**src/rtl/sr_cmd_debounce_if.sv**
```systemverilog
// Button-to-SR-command bundle: raw button lines in, set/reset command pulses,
// debounced levels and the conflict flag out.
interface sr_cmd_debounce_if;
    logic set_btn;
    logic rst_btn;
    logic s_out;
    logic r_out;
    logic set_level;
    logic rst_level;
    logic conflict;

    // Driver of the raw buttons, consumer of the commands.
    modport master (
        output set_btn,
        output rst_btn,
        input  s_out,
        input  r_out,
        input  set_level,
        input  rst_level,
        input  conflict
    );

    // The debounce/arbiter block itself.
    modport slave (
        input  set_btn,
        input  rst_btn,
        output s_out,
        output r_out,
        output set_level,
        output rst_level,
        output conflict
    );
endinterface

```
**src/rtl/sr_cmd_debounce.sv**
```systemverilog
// Set/reset push-button front end for the SR flip-flop: synchronise each raw
// button, debounce it with a per-channel FSM, detect the rising edge of the
// debounced level and arbitrate so S and R are never commanded together.
module sr_cmd_debounce #(
    parameter int unsigned SYNC_STAGES     = 2,
    parameter int unsigned DEBOUNCE_CYCLES = 4,
    parameter bit          R_PRIORITY      = 1'b1
) (
    input  logic             clk,
    input  logic             rst,
    sr_cmd_debounce_if.slave io
);
    localparam int unsigned   CW       = $clog2(DEBOUNCE_CYCLES + 1);
    localparam logic [CW-1:0] DEB_LAST = CW'(DEBOUNCE_CYCLES);
    localparam int unsigned   CH_S     = 0;
    localparam int unsigned   CH_R     = 1;

    typedef enum logic [1:0] {
        ST_LOW,
        ST_CONFIRM_HIGH,
        ST_HIGH,
        ST_CONFIRM_LOW
    } db_state_e;

    logic [1:0]             btn;
    logic [SYNC_STAGES-1:0] sync_q [2];
    logic [1:0]             sync_x;

    db_state_e              state_q [2];
    db_state_e              state_d [2];
    logic [CW-1:0]          cnt_q   [2];
    logic [CW-1:0]          cnt_d   [2];

    logic [1:0]             level_q;
    logic [1:0]             level_d;
    logic [1:0]             level_dly_q;
    logic [1:0]             rise;

    logic                   s_q;
    logic                   s_d;
    logic                   r_q;
    logic                   r_d;
    logic                   conflict_q;
    logic                   conflict_d;

    assign btn[CH_S] = io.set_btn;
    assign btn[CH_R] = io.rst_btn;

    // Synchroniser chains: shift the raw button in at bit 0, use the top bit.
    always_ff @(posedge clk) begin
        for (int unsigned ch = 0; ch < 2; ch++) begin
            if (rst) begin
                sync_q[ch] <= '0;
            end else if (SYNC_STAGES > 1) begin
                sync_q[ch] <= {sync_q[ch][SYNC_STAGES-2:0], btn[ch]};
            end else begin
                sync_q[ch] <= {SYNC_STAGES{btn[ch]}};
            end
        end
    end

    // Synchronised view of each button.
    always_comb begin
        sync_x = '0;
        for (int unsigned ch = 0; ch < 2; ch++) begin
            sync_x[ch] = sync_q[ch][SYNC_STAGES-1];
        end
    end

    // Debounce FSM state, confirm counter and registered levels.
    always_ff @(posedge clk) begin
        for (int unsigned ch = 0; ch < 2; ch++) begin
            if (rst) begin
                state_q[ch] <= ST_LOW;
                cnt_q[ch]   <= '0;
            end else begin
                state_q[ch] <= state_d[ch];
                cnt_q[ch]   <= cnt_d[ch];
            end
        end
        if (rst) begin
            level_q     <= '0;
            level_dly_q <= '0;
        end else begin
            level_q     <= level_d;
            level_dly_q <= level_q;
        end
    end

    // Debounce next state: a level flips only after DEBOUNCE_CYCLES
    // consecutive disagreeing samples; any agreeing sample aborts the confirm.
    always_comb begin
        logic [CW-1:0] cnt_inc;
        cnt_inc = '0;
        level_d = '0;
        for (int unsigned ch = 0; ch < 2; ch++) begin
            state_d[ch] = state_q[ch];
            cnt_d[ch]   = cnt_q[ch];
            cnt_inc     = cnt_q[ch] + 1'b1;
            unique case (state_q[ch])
                ST_LOW: begin
                    if (sync_x[ch]) begin
                        if (DEBOUNCE_CYCLES == 1) begin
                            state_d[ch] = ST_HIGH;
                            cnt_d[ch]   = '0;
                        end else begin
                            state_d[ch] = ST_CONFIRM_HIGH;
                            cnt_d[ch]   = CW'(1);
                        end
                    end
                end
                ST_CONFIRM_HIGH: begin
                    if (!sync_x[ch]) begin
                        state_d[ch] = ST_LOW;
                        cnt_d[ch]   = '0;
                    end else if (cnt_inc == DEB_LAST) begin
                        state_d[ch] = ST_HIGH;
                        cnt_d[ch]   = '0;
                    end else begin
                        cnt_d[ch]   = cnt_inc;
                    end
                end
                ST_HIGH: begin
                    if (!sync_x[ch]) begin
                        if (DEBOUNCE_CYCLES == 1) begin
                            state_d[ch] = ST_LOW;
                            cnt_d[ch]   = '0;
                        end else begin
                            state_d[ch] = ST_CONFIRM_LOW;
                            cnt_d[ch]   = CW'(1);
                        end
                    end
                end
                ST_CONFIRM_LOW: begin
                    if (sync_x[ch]) begin
                        state_d[ch] = ST_HIGH;
                        cnt_d[ch]   = '0;
                    end else if (cnt_inc == DEB_LAST) begin
                        state_d[ch] = ST_LOW;
                        cnt_d[ch]   = '0;
                    end else begin
                        cnt_d[ch]   = cnt_inc;
                    end
                end
                default: begin
                    state_d[ch] = ST_LOW;
                    cnt_d[ch]   = '0;
                end
            endcase
            level_d[ch] = (state_d[ch] == ST_HIGH) || (state_d[ch] == ST_CONFIRM_LOW);
        end
    end

    // A held button gives one rising edge; it re-arms only once the level drops.
    assign rise = level_q & ~level_dly_q;

    // Arbiter: on a same-cycle collision only the priority channel fires.
    always_comb begin
        s_d        = rise[CH_S] & ~(rise[CH_R] &  R_PRIORITY);
        r_d        = rise[CH_R] & ~(rise[CH_S] & ~R_PRIORITY);
        conflict_d = rise[CH_S] & rise[CH_R];
    end

    // Registered command pulses and conflict flag.
    always_ff @(posedge clk) begin
        if (rst) begin
            s_q        <= 1'b0;
            r_q        <= 1'b0;
            conflict_q <= 1'b0;
        end else begin
            s_q        <= s_d;
            r_q        <= r_d;
            conflict_q <= conflict_d;
        end
    end

    assign io.s_out     = s_q;
    assign io.r_out     = r_q;
    assign io.set_level = level_q[CH_S];
    assign io.rst_level = level_q[CH_R];
    assign io.conflict  = conflict_q;
endmodule

```
**src/flat_wrapper.sv**
```systemverilog
// flat-port wrapper written by rule: the top's interface ports become plain ports
module sr_cmd_debounce_flat 
#(
    parameter int unsigned SYNC_STAGES     = 2,
    parameter int unsigned DEBOUNCE_CYCLES = 4,
    parameter bit          R_PRIORITY      = 1'b1
)
  (clk, rst, io_set_btn, io_rst_btn, io_s_out, io_r_out, io_set_level, io_rst_level, io_conflict);
  sr_cmd_debounce_if io_i ();
  input  logic clk;
  input  logic rst;
  input wire logic [$bits(io_i.set_btn)-1:0] io_set_btn;
  input wire logic [$bits(io_i.rst_btn)-1:0] io_rst_btn;
  output wire logic [$bits(io_i.s_out)-1:0] io_s_out;
  output wire logic [$bits(io_i.r_out)-1:0] io_r_out;
  output wire logic [$bits(io_i.set_level)-1:0] io_set_level;
  output wire logic [$bits(io_i.rst_level)-1:0] io_rst_level;
  output wire logic [$bits(io_i.conflict)-1:0] io_conflict;
  assign io_i.set_btn = io_set_btn;
  assign io_i.rst_btn = io_rst_btn;
  assign io_s_out = io_i.s_out;
  assign io_r_out = io_i.r_out;
  assign io_set_level = io_i.set_level;
  assign io_rst_level = io_i.rst_level;
  assign io_conflict = io_i.conflict;
  sr_cmd_debounce #(.SYNC_STAGES(SYNC_STAGES), .DEBOUNCE_CYCLES(DEBOUNCE_CYCLES), .R_PRIORITY(R_PRIORITY)) u_core (.clk(clk), .rst(rst), .io(io_i));
endmodule
```
**config.mk**
```make
export PLATFORM = sky130hd
export DESIGN_NAME = sr_cmd_debounce_flat
export DESIGN_NICKNAME = d
export VERILOG_FILES = /design/src/rtl/sr_cmd_debounce_if.sv /design/src/rtl/sr_cmd_debounce.sv /design/src/flat_wrapper.sv
export SDC_FILE = /design/constraint.sdc
export NUM_CORES = 1
export LEC_CHECK = 0
export ABC_AREA = 1
export CORE_UTILIZATION = 58
export DETAILED_ROUTE_END_ITERATION = 6
export PLACE_DENSITY = 0.88
export SYNTH_ARGS = -nofsm -noshare
export SYNTH_HDL_FRONTEND = slang
export SYNTH_SLANG_ARGS = --single-unit
```
**constraint.sdc**
```tcl
create_clock -name clk -period 1.9 [get_ports clk]
set_input_delay 0.285 -clock clk [delete_from_list [all_inputs] [get_ports clk]]
set_output_delay 0.285 -clock clk [all_outputs]
set_load 0.01 [all_outputs]
```
==> impl_metrics.toml, run 1 <==
[floorplanning]
initial_core_util_pct = 66.3
die_x_um = 41.8
core.rowCount = 13
fp.dieH_um = 41.8
dieArea_um2 = 1740
io_pins = 9
coreArea_um2 = 1380

[place]
gp_congestion = 0.842
dp_cells = 140
numPortBuffers = 8
place_ws_ns = 0.494
placed_area_um2 = 1020
place_hpwl_mm = 1.26

[cells_and_area]
finalNetCount = 142
drive_gt1_share_pct = 9.30
layout.cells.non_filler = 144
finalInstanceArea_um2 = 1050
diodes = 0
area_growth_pct = 14.1

[detailed_routing]
wl_per_cell_um = 11.3
drc_errors = 0
final_antenna_net_count = 0
routed_wl_mm = 1.63
drt-vias-per-instance = 5.08
drtIter0Drc = 14
dr_total_vias = 731
drtPass1Iterations = 4

[synthesis]
yosysWarnings = 0
syn_area_um2 = 917
ys_types = 19
synth_top_flop_cell = "dfxtp_1"
synth.ff_latch_count = 21
netlist_instances = 117
synthArstFlopShare_pct = 0
synth_nets = 129
seq_area_frac_synth_pct = 45.8
synth_edf_count = 0
syn_area_per_cell_um2 = 7.84

[timing]
hold_viol_final = 0
rsz0062_at_grt = "false"
clock_skew_ns = 0.00606
period_share_pct = 77.6
max_freq_mhz = 678
layout_setup_ws_ns = 0.426
tns_ns = 0
setup_viol = 0
tightest_slew_ns = 0.284
relSlewSlack_pct = 81.0
fin_crit_ns = 1.47
drv_slew = 0

[setup_path]
slowest_stage = "clkdlybuf4s50_1"
r2r_cells = 6
cpPeakStageDelay_ns = 0.54
cp.required_ns = 1.62
cp_top_family = "buffers and inverters"
path_cells = "clkdlybuf4s50_1"
arrival_ns = 1.19
critPathBufInv = 1
crit_path_end_kind = "primary output"
critPathLaunchType = "flop"
r2r-start = "u_core.state_q[1][0]$_SDFF_PP0_"
crit_type = "flop to primary output"
reg2reg_slack_ns = 0.49
path_max_fanout = 1
r2r_end = "u_core.cnt_q[1][0]$_SDFFE_PP0P_"

[clocking]
cts_setup_buffers = 0
cts_tree = "yes"
clock_sinks = 21
holdBufCountCts = 0
clockRootBuffer = "clkbuf_4"
cts.clk_slew.worst_paths_ns = 0.11
cts_made_buffers = 3
cts_max_path_buffers = 2
post_cts_resized = 0
clk_latency_ns = 0.30
h-tree-depth = 1

[grt]
antenna_found_initial = 0
grt_pass1_vias = 740
grt_max_degree = 12
grt_pass1_wl_mm = 2.86
grtUsageTotal_pct = 21.6
grt_overflow = 0

[pwr]
power_density_nw_per_um2 = 1020
peakVddDrop_mv = 0.998
switching_power_w = 0.000361
clkPwrFrac_pct = 19.6
p_comb_share_pct = 29.3
seq_power_share_pct = 51.0
sw_frac_of_total_pct = 33.8
p_leak_nw = 0.482
power.internal_w = 0.000709

[job]
cap_violations = 0

[outcome]
status = "complete, no violations"

[min_path]
min_to = "u_core.sync_q[1][1]$_SDFF_PP0_"
min_path_type = "flop to flop"
hp-start = "u_core.sync_q[1][0]$_SDFF_PP0_"
whs_path_depth = 2
[how the worst max path moves through the flow]
stage | from | endpoint | slack (ns) | cells after the start
5_1_grt | u_core.state_q[1][0]$_SDFF_PP0_ | u_core.cnt_q[1][0]$_SDFFE_PP0P_ | 0.37 | 6
2_1_floorplan | u_core.state_q[1][0]$_SDFF_PP0_ | u_core.cnt_q[1][0]$_SDFFE_PP0P_ | 0.67 | 6
4_1_cts | u_core.io.r_out$_SDFF_PP0_ | io_r_out | 0.41 | 1
3_5_place_dp | u_core.state_q[1][0]$_SDFF_PP0_ | u_core.cnt_q[1][0]$_SDFFE_PP0P_ | 0.49 | 6
3_3_place_gp | rst | u_core.cnt_q[0][2]$_SDFFE_PP0P_ | 0.55 | 4
6_report | u_core.io.r_out$_SDFF_PP0_ | io_r_out | 0.43 | 1
[layout by cell type, fill, tap and decap left out]
cell type / synthesis / final
or2_1: 1 / 1
clkdlybuf4s50_1: 0 / 8
inv_2: 3 / 3
clkbuf_1: 1 / 1
o21ai_0: 3 / 3
ha_1: 8 / 8
o21ai_1: 5 / 5
buf_4: 0 / 1
nor4_1: 2 / 2
nor3_1: 2 / 2
nor2_2: 1 / 1
xnor2_1: 1 / 1
nand2_2: 2 / 2
xor2_1: 1 / 1
o21ai_2: 2 / 2
dfxtp_1: 21 / 21
nor2_1: 17 / 17
nand3_1: 5 / 5
inv_1: 16 / 16
nand2_1: 16 / 16
clkbuf_4: 0 / 3
a21oi_1: 10 / 10
[layer usage]
| layer | wire [um] | GRT usage, % | vias up |
|---|---|---|---|
| met5 | 0 | 0 | - |
| met4 | 19 | 5.81 | 0 |
| met3 | 65 | 6.96 | 4 |
| met2 | 783 | 37.5 | 13 |
| met1 | 760 | 25.3 | 322 |
| li1 | - | - | 392 |
[state kept, by name (all words and copies together) (netlist names)]
| signal | cells |
|---|---|
| u_core.io.r_out | 1 |
| u_core.cnt_q | 6 |
| u_core.io.s_out | 1 |
| u_core.io.conflict | 1 |
| u_core.level_q | 2 |
| u_core.sync_q | 4 |
| u_core.level_dly_q | 2 |
| u_core.state_q | 4 |
[Yosys cell counts, types with 2 or more instances]
library cell  instances  area share [%]
a21oi_1              10             5.5
dfxtp_1              21              46
ha_1                  8              11
inv_1                16             6.5
inv_2                 3             1.2
nand2_1              16             6.5
nand2_2               2             1.4
nand3_1               5             2.7
nor2_1               17             7.0
nor3_1                2             1.1
nor4_1                2             1.4
o21ai_0               3             1.6
o21ai_1               5             2.7
o21ai_2               2             1.9
[power groups by stage]
stage	Sequential [W]	Clock [W]	Combinational, W
detailed placement	0.000555	0	0.000312
floorplan	0.000550	0	0.000219
finish	0.000546	0.000210	0.000314
global placement	0.000551	0	0.000291
global route	0.000552	0.000229	0.000363
CTS	0.000546	0.000215	0.000314
[metrics by stage]
step | total power (W) | hold WS, ns | utilization, %
after global placement | 0.000842 | 0.393 | 73.8
after floorplan | 0.000768 | 0.362 | -
final | 0.00107 | 0.429 | 75.7
after CTS | 0.00107 | 0.431 | 75.7
after global routing | 0.00114 | 0.439 | 75.7
after detailed placement | 0.000868 | 0.415 | 73.8
[cells by family (layout without fill, tap and decap cells)]
| group | count (synthesis) | in the layout | share of synthesized area, % |
|---|---|---|---|
| adder cells (fa/ha/maj) | 8 | 8 | 10.9 |
| flip-flops | 21 | 21 | 45.8 |
| AND/OR/NAND/NOR | 46 | 46 | 21.4 |
| XOR/XNOR | 2 | 2 | 1.91 |
| buffers and inverters | 20 | 32 | 8.19 |
| AO/OA/AOI/OAI | 20 | 20 | 11.7 |
[final cells by class]
class                      count  area (um2)
fill                          96         337
tap                           15        18.8
inverter                      19        71.3
sequential                    21         420
clock buffer                   4        26.3
multi-input combinational     76         422
timing repair buffer           9        87.6
No activity file was read; power rests on OpenSTA's default activity.
==> inputs of run 2 (changes only) <==
--- a/config.mk
+++ b/config.mk
@@ -6,9 +6,9 @@
 export NUM_CORES = 1
 export LEC_CHECK = 0
 export ABC_AREA = 1
-export CORE_UTILIZATION = 58
+export CORE_UTILIZATION = 54
 export DETAILED_ROUTE_END_ITERATION = 6
-export PLACE_DENSITY = 0.88
+export PLACE_DENSITY = 0.83
 export SYNTH_ARGS = -nofsm -noshare
 export SYNTH_HDL_FRONTEND = slang
 export SYNTH_SLANG_ARGS = --single-unit
==> constraint.sdc (replaced) <==
create_clock -name clk -period 1.52 [get_ports clk]
set_input_delay 0.228 -clock clk [delete_from_list [all_inputs] [get_ports clk]]
set_output_delay 0.228 -clock clk [all_outputs]
set_load 0.01 [all_outputs]
==> run 2 against run 1 <==
Sequential share of layout area barely moved. Sequential cell count did not move. Worst setup slack got worse by 0.31 ns. Clock power rose by 22%. Power rose by 23%. Routed wire length fell by 4.5%. Die area rose by 7.0%. Final cell count rose by 0.69%. Combinational power rose by 21%. Critical path type unchanged. Clock skew fell by 0.0051 ns.
==> impl_metrics.toml, run 2 (synthesis results as in run 1) <==
[setup_path]
path_cells = "clkdlybuf4s50_1"
critPathLaunchType = "flop"
cpPeakStageDelay_ns = 0.53
arrival_ns = 1.18
cp_top_family = "buffers and inverters"
crit_type = "flop to primary output"
path_max_fanout = 2
slowest_stage = "clkdlybuf4s50_1"
crit_path_end_kind = "primary output"
critPathBufInv = 1
cp.required_ns = 1.29

[clocking]
cts_setup_buffers = 0
h-tree-depth = 1
clk_latency_ns = 0.30
cts_tree = "yes"
clockRootBuffer = "clkbuf_4"
post_cts_resized = 0
cts_max_path_buffers = 2
holdBufCountCts = 0
cts_made_buffers = 3
clock_sinks = 21
cts.clk_slew.worst_paths_ns = 0.10

[place]
place_hpwl_mm = 1.21
numPortBuffers = 8
place_ws_ns = 0.208
gp_congestion = 0.849
dp_cells = 141

[cells_and_area]
finalNetCount = 142
area_growth_pct = 14.2
final.fill_count = 125
largestRegisters = "u_core.cnt_q x6, u_core.state_q x4, u_core.sync_q x4"
final_common_cell = "dfxtp_1"
regMostFlops = "u_core.cnt_q"
largest_reg_flops = 6
layout.cells.non_filler = 145
seq_area_um2 = 420
fin_util_pct = 67.9
diodes = 0
multi_input_area_um2 = 422
drive_gt1_share_pct = 9.30
final_cell_mix = "dfxtp_1, nor2_1, inv_1, nand2_1, a21oi_1"

[grt]
grt_pass1_wl_mm = 2.62
grt_overflow = 0
grt_pass1_vias = 653
grt_max_degree = 13
grtUsageTotal_pct = 19.5
antenna_found_initial = 0

[timing]
tightest_slew_ns = 0.299
relSlewSlack_pct = 80.0
fin_crit_ns = 1.41
max_freq_mhz = 710
setup_viol = 0
tns_ns = 0
clock_skew_ns = 0.000964
drv_slew = 0
layout_setup_ws_ns = 0.111
hold_viol_final = 0
rsz0062_at_grt = "false"
period_share_pct = 92.7
whs_ns = 0.421

[detailed_routing]
drtPass1Iterations = 4
drtIter0Drc = 10
wl_per_cell_um = 10.7
drt-vias-per-instance = 5.23
dr_total_vias = 759
routed_wl_mm = 1.56
drc_errors = 0
final_antenna_net_count = 0

[floorplanning]
fp.dieH_um = 43.2
io_pins = 9
dieArea_um2 = 1870
coreArea_um2 = 1540
die_x_um = 43.2
initial_core_util_pct = 59.5
core.rowCount = 14

[pwr]
power_density_nw_per_um2 = 1260
p_leak_nw = 0.482
peakVddDrop_mv = 0.906

[outcome]
status = "complete, no violations"

[job]
cap_violations = 0

[min_path]
min_path_type = "flop to flop"
## run 2: through the flow
stage | total power (W) | area, um2
floorplan | 0.000961 | 917
global placement | 0.00106 | 1020
detailed placement | 0.00107 | 1020
CTS | 0.00133 | 1050
global route | 0.00142 | 1050
finish | 0.00132 | 1050
## run 2: final timing paths
| path | from | end | slack, ns | cells after the start |
|---|---|---|---|---|
| max | u_core.level_q[0]$_SDFF_PP0_ | io_set_level | 0.11 | 1 |
| min | u_core.sync_q[1][0]$_SDFF_PP0_ | u_core.sync_q[1][1]$_SDFF_PP0_ | 0.42 | 2 |
| max reg2reg | u_core.state_q[1][1]$_SDFF_PP0_ | u_core.cnt_q[1][0]$_SDFFE_PP0P_ | 0.18 | 6 |
| min reg2reg | u_core.sync_q[1][0]$_SDFF_PP0_ | u_core.sync_q[1][1]$_SDFF_PP0_ | 0.42 | 2 |
## run 2: final cells by class
type                            instances  share of cell area [%]
Inverter                               19                    6.81
Timing Repair Buffer                    9                    8.36
Sequential cell                        21                    40.1
Multi-Input combinational cell         76                    40.3
Clock buffer                            4                    2.51
Tap cell                               16                    1.91
## run 2: layer usage
metal  vias to the layer above  track usage [%]  share of wire, %
met1                       349             21.6                45
met2                        13             32.2                49
met3                         4             6.38               3.9
met4                         0             10.9               2.1
li1                        393                -                 -
met5                         -                0                 0
## run 2: power breakdown
group          leakage (nW)  internal, W  switching, W  total [W]
registers             0.171     0.000623     0.0000583   0.000681
logic                 0.296     0.000161      0.000218   0.000379
clock network        0.0150     0.000102      0.000154   0.000257
==> inputs of run 3 (changes only) <==
==> constraint.sdc (replaced) <==
create_clock -name clk -period 1.3 [get_ports clk]
set_input_delay 0.195 -clock clk [delete_from_list [all_inputs] [get_ports clk]]
set_output_delay 0.195 -clock clk [all_outputs]
set_load 0.01 [all_outputs]
==> run 3 against run 2 <==
First-iteration DRC count up 120%. Utilization up 4.2 points. Final area up 6.2%. Global-route usage down 0.31 points. Critical endpoint is now u_core.cnt_q[1][0]$_SDFFE_PP0P_. Largest cell class unchanged.
==> impl_metrics.toml, run 3 (synthesis results as in run 1) <==
[outcome]
status = "complete, no violations"

[clocking]
cts_made_buffers = 3
clock_sinks = 21
cts_tree = "yes"
cts.clk_slew.worst_paths_ns = 0.11
holdBufCountCts = 0
cts_max_path_buffers = 2
clockRootBuffer = "clkbuf_4"
clk_latency_ns = 0.29
h-tree-depth = 1

[setup_path]
critPathBufInv = 1
reg2reg_slack_ns = 0.06
arrival_ns = 1.43
cp.required_ns = 1.49
r2r_cells = 6
crit_type = "flop to flop"
r2r-start = "u_core.state_q[1][0]$_SDFF_PP0_"
path_cells = "buf_4, ha_2, o21ai_2, nor2_1, nor3_2, nor2_1"
cpPeakStageDelay_ns = 0.38
path_common_cell = "nor2_1"
cp_top_family = "flip-flops"
crit_path_end_kind = "flop"
r2r_end = "u_core.cnt_q[1][0]$_SDFFE_PP0P_"
path_max_fanout = 5
slowest_stage = "dfxtp_4"
critPathLaunchType = "flop"

[timing]
drv_slew = 0
fin_crit_ns = 1.24
tns_ns = 0
rsz0062_at_grt = "false"
whs_ns = 0.404
max_freq_mhz = 804
clock_skew_ns = 0.00601
relSlewSlack_pct = 80.9
hold_viol_final = 0
period_share_pct = 95.7
setup_viol = 0
tightest_slew_ns = 0.285

[min_path]
min_to = "u_core.sync_q[1][0]$_SDFF_PP0_"
whs_path_depth = 3
min_path_type = "input pin to flop"
hp-start = "io_rst_btn"

[cells_and_area]
final_common_cell = "dfxtp_1"
drive_gt1_share_pct = 22.1
diodes = 0
largest_reg_flops = 6
finalNetCount = 144
largestRegisters = "u_core.cnt_q x6, u_core.state_q x4, u_core.sync_q x4"
area_growth_pct = 21.3
final_cell_mix = "dfxtp_1, nor2_1, nand2_1"
fin_util_pct = 72.2
regMostFlops = "u_core.cnt_q"

[grt]
grt_pass1_wl_mm = 2.74
gr-usage-met1_pct = 25.7
grtUsageTotal_pct = 19.2
use_met3_pct = 2.55
grt_overflow = 0
grt_max_degree = 13
busiest_layer = "met2"
grt_pass1_vias = 637
grt_use_met2_pct = 31.9
antenna_found_initial = 0

[detailed_routing]
drtPass1Iterations = 4
drtIter0Drc = 22
wl_per_cell_um = 11.4
dr_total_vias = 752
routed_wl_mm = 1.67
drc_errors = 0
drt-vias-per-instance = 5.12
final_antenna_net_count = 0

[floorplanning]
io_pins = 9
fp.dieH_um = 43.2
die_x_um = 43.2
initial_core_util_pct = 59.5
dieArea_um2 = 1870
core.rowCount = 14
coreArea_um2 = 1540

[place]
numPortBuffers = 8
gp_congestion = 0.946
place_hpwl_mm = 1.19

[pwr]
power_density_nw_per_um2 = 1510
switching_power_w = 0.000575
seq_power_share_pct = 47.9
p_total_w = 0.00168
clkPwrFrac_pct = 17.9
p_leak_nw = 0.519
peakVddDrop_mv = 1.26
p_comb_share_pct = 34.2
sw_frac_of_total_pct = 34.2
power.internal_w = 0.00110

[job]
cap_violations = 0
## run 3: cell count changes in the layout (fill, tap and decap cells not counted), moves of 2 or more
cell	delta
ha_2	+3
dfxtp_2	+2
inv_1	-3
dlygate4sd2_1	+5
ha_1	-4
buf_4	+2
dfxtp_1	-3
inv_2	+3
clkdlybuf4s50_1	-5
## run 3: how the worst max path moves through the flow
stage,startpoint,to,cells after the start
floorplan,u_core.state_q[1][0]$_SDFF_PP0_,u_core.cnt_q[1][0]$_SDFFE_PP0P_,6
global placement,u_core.state_q[1][0]$_SDFF_PP0_,u_core.level_q[1]$_SDFF_PP0_,5
detailed placement,u_core.state_q[1][0]$_SDFF_PP0_,u_core.level_q[1]$_SDFF_PP0_,5
CTS,u_core.state_q[1][0]$_SDFF_PP0_,u_core.level_q[1]$_SDFF_PP0_,5
global route,u_core.state_q[1][1]$_SDFF_PP0_,u_core.level_q[1]$_SDFF_PP0_,5
finish,u_core.state_q[1][0]$_SDFF_PP0_,u_core.cnt_q[1][0]$_SDFFE_PP0P_,6
## run 3: tightest hold or removal path, cell delays in order
cell and delay [ns]:
clkdlybuf4s50_1 0.39, inv_1 0.05, nor2_1 0.03
## run 3: power groups by stage
stage	clock network [W]	logic (W)	registers, W
6_report	0.000300	0.000574	0.000805
5_1_grt	0.000338	0.000650	0.000817
4_1_cts	0.000308	0.000443	0.000799
3_5_place_dp	0	0.000443	0.000810
3_3_place_gp	0	0.000428	0.000805
2_1_floorplan	0	0.000320	0.000804
## run 3: final cells by class
class	instances	area, um2
clock buffers	3	22.5
clock inverters	1	5.00
fillers	109	429
inverters	19	71.3
multi-input cells	76	470
flip-flops and latches	21	427
well taps	16	20.0
repair buffers	11	96.3
## run 3: routing by layer
metal	up-vias	share of wire (%)
li1	398	-
met1	333	47
met2	17	48
met3	4	3.2
met4	0	1.6
met5	-	0
## run 3: metrics by stage
stage          worst slack (ns)  area, um2  instances
5_1_grt                 0.00619       1110        147
3_3_place_gp           -0.00190       1020        141
4_1_cts                 0.00774       1050        145
3_5_place_dp            -0.0808       1020        141
2_1_floorplan            0.0687        917        117
6_report                 0.0564       1110        147
## run 3: repair_timing
item / in CTS / in global routing
setup buffers: 0 / 2
endpoints found under the hold margin: 0 / 0
gates resized for setup: 8 / 13
pin swaps: 1 / 3
setup endpoints to repair: 10 / 8
gates cloned: 0 / 0
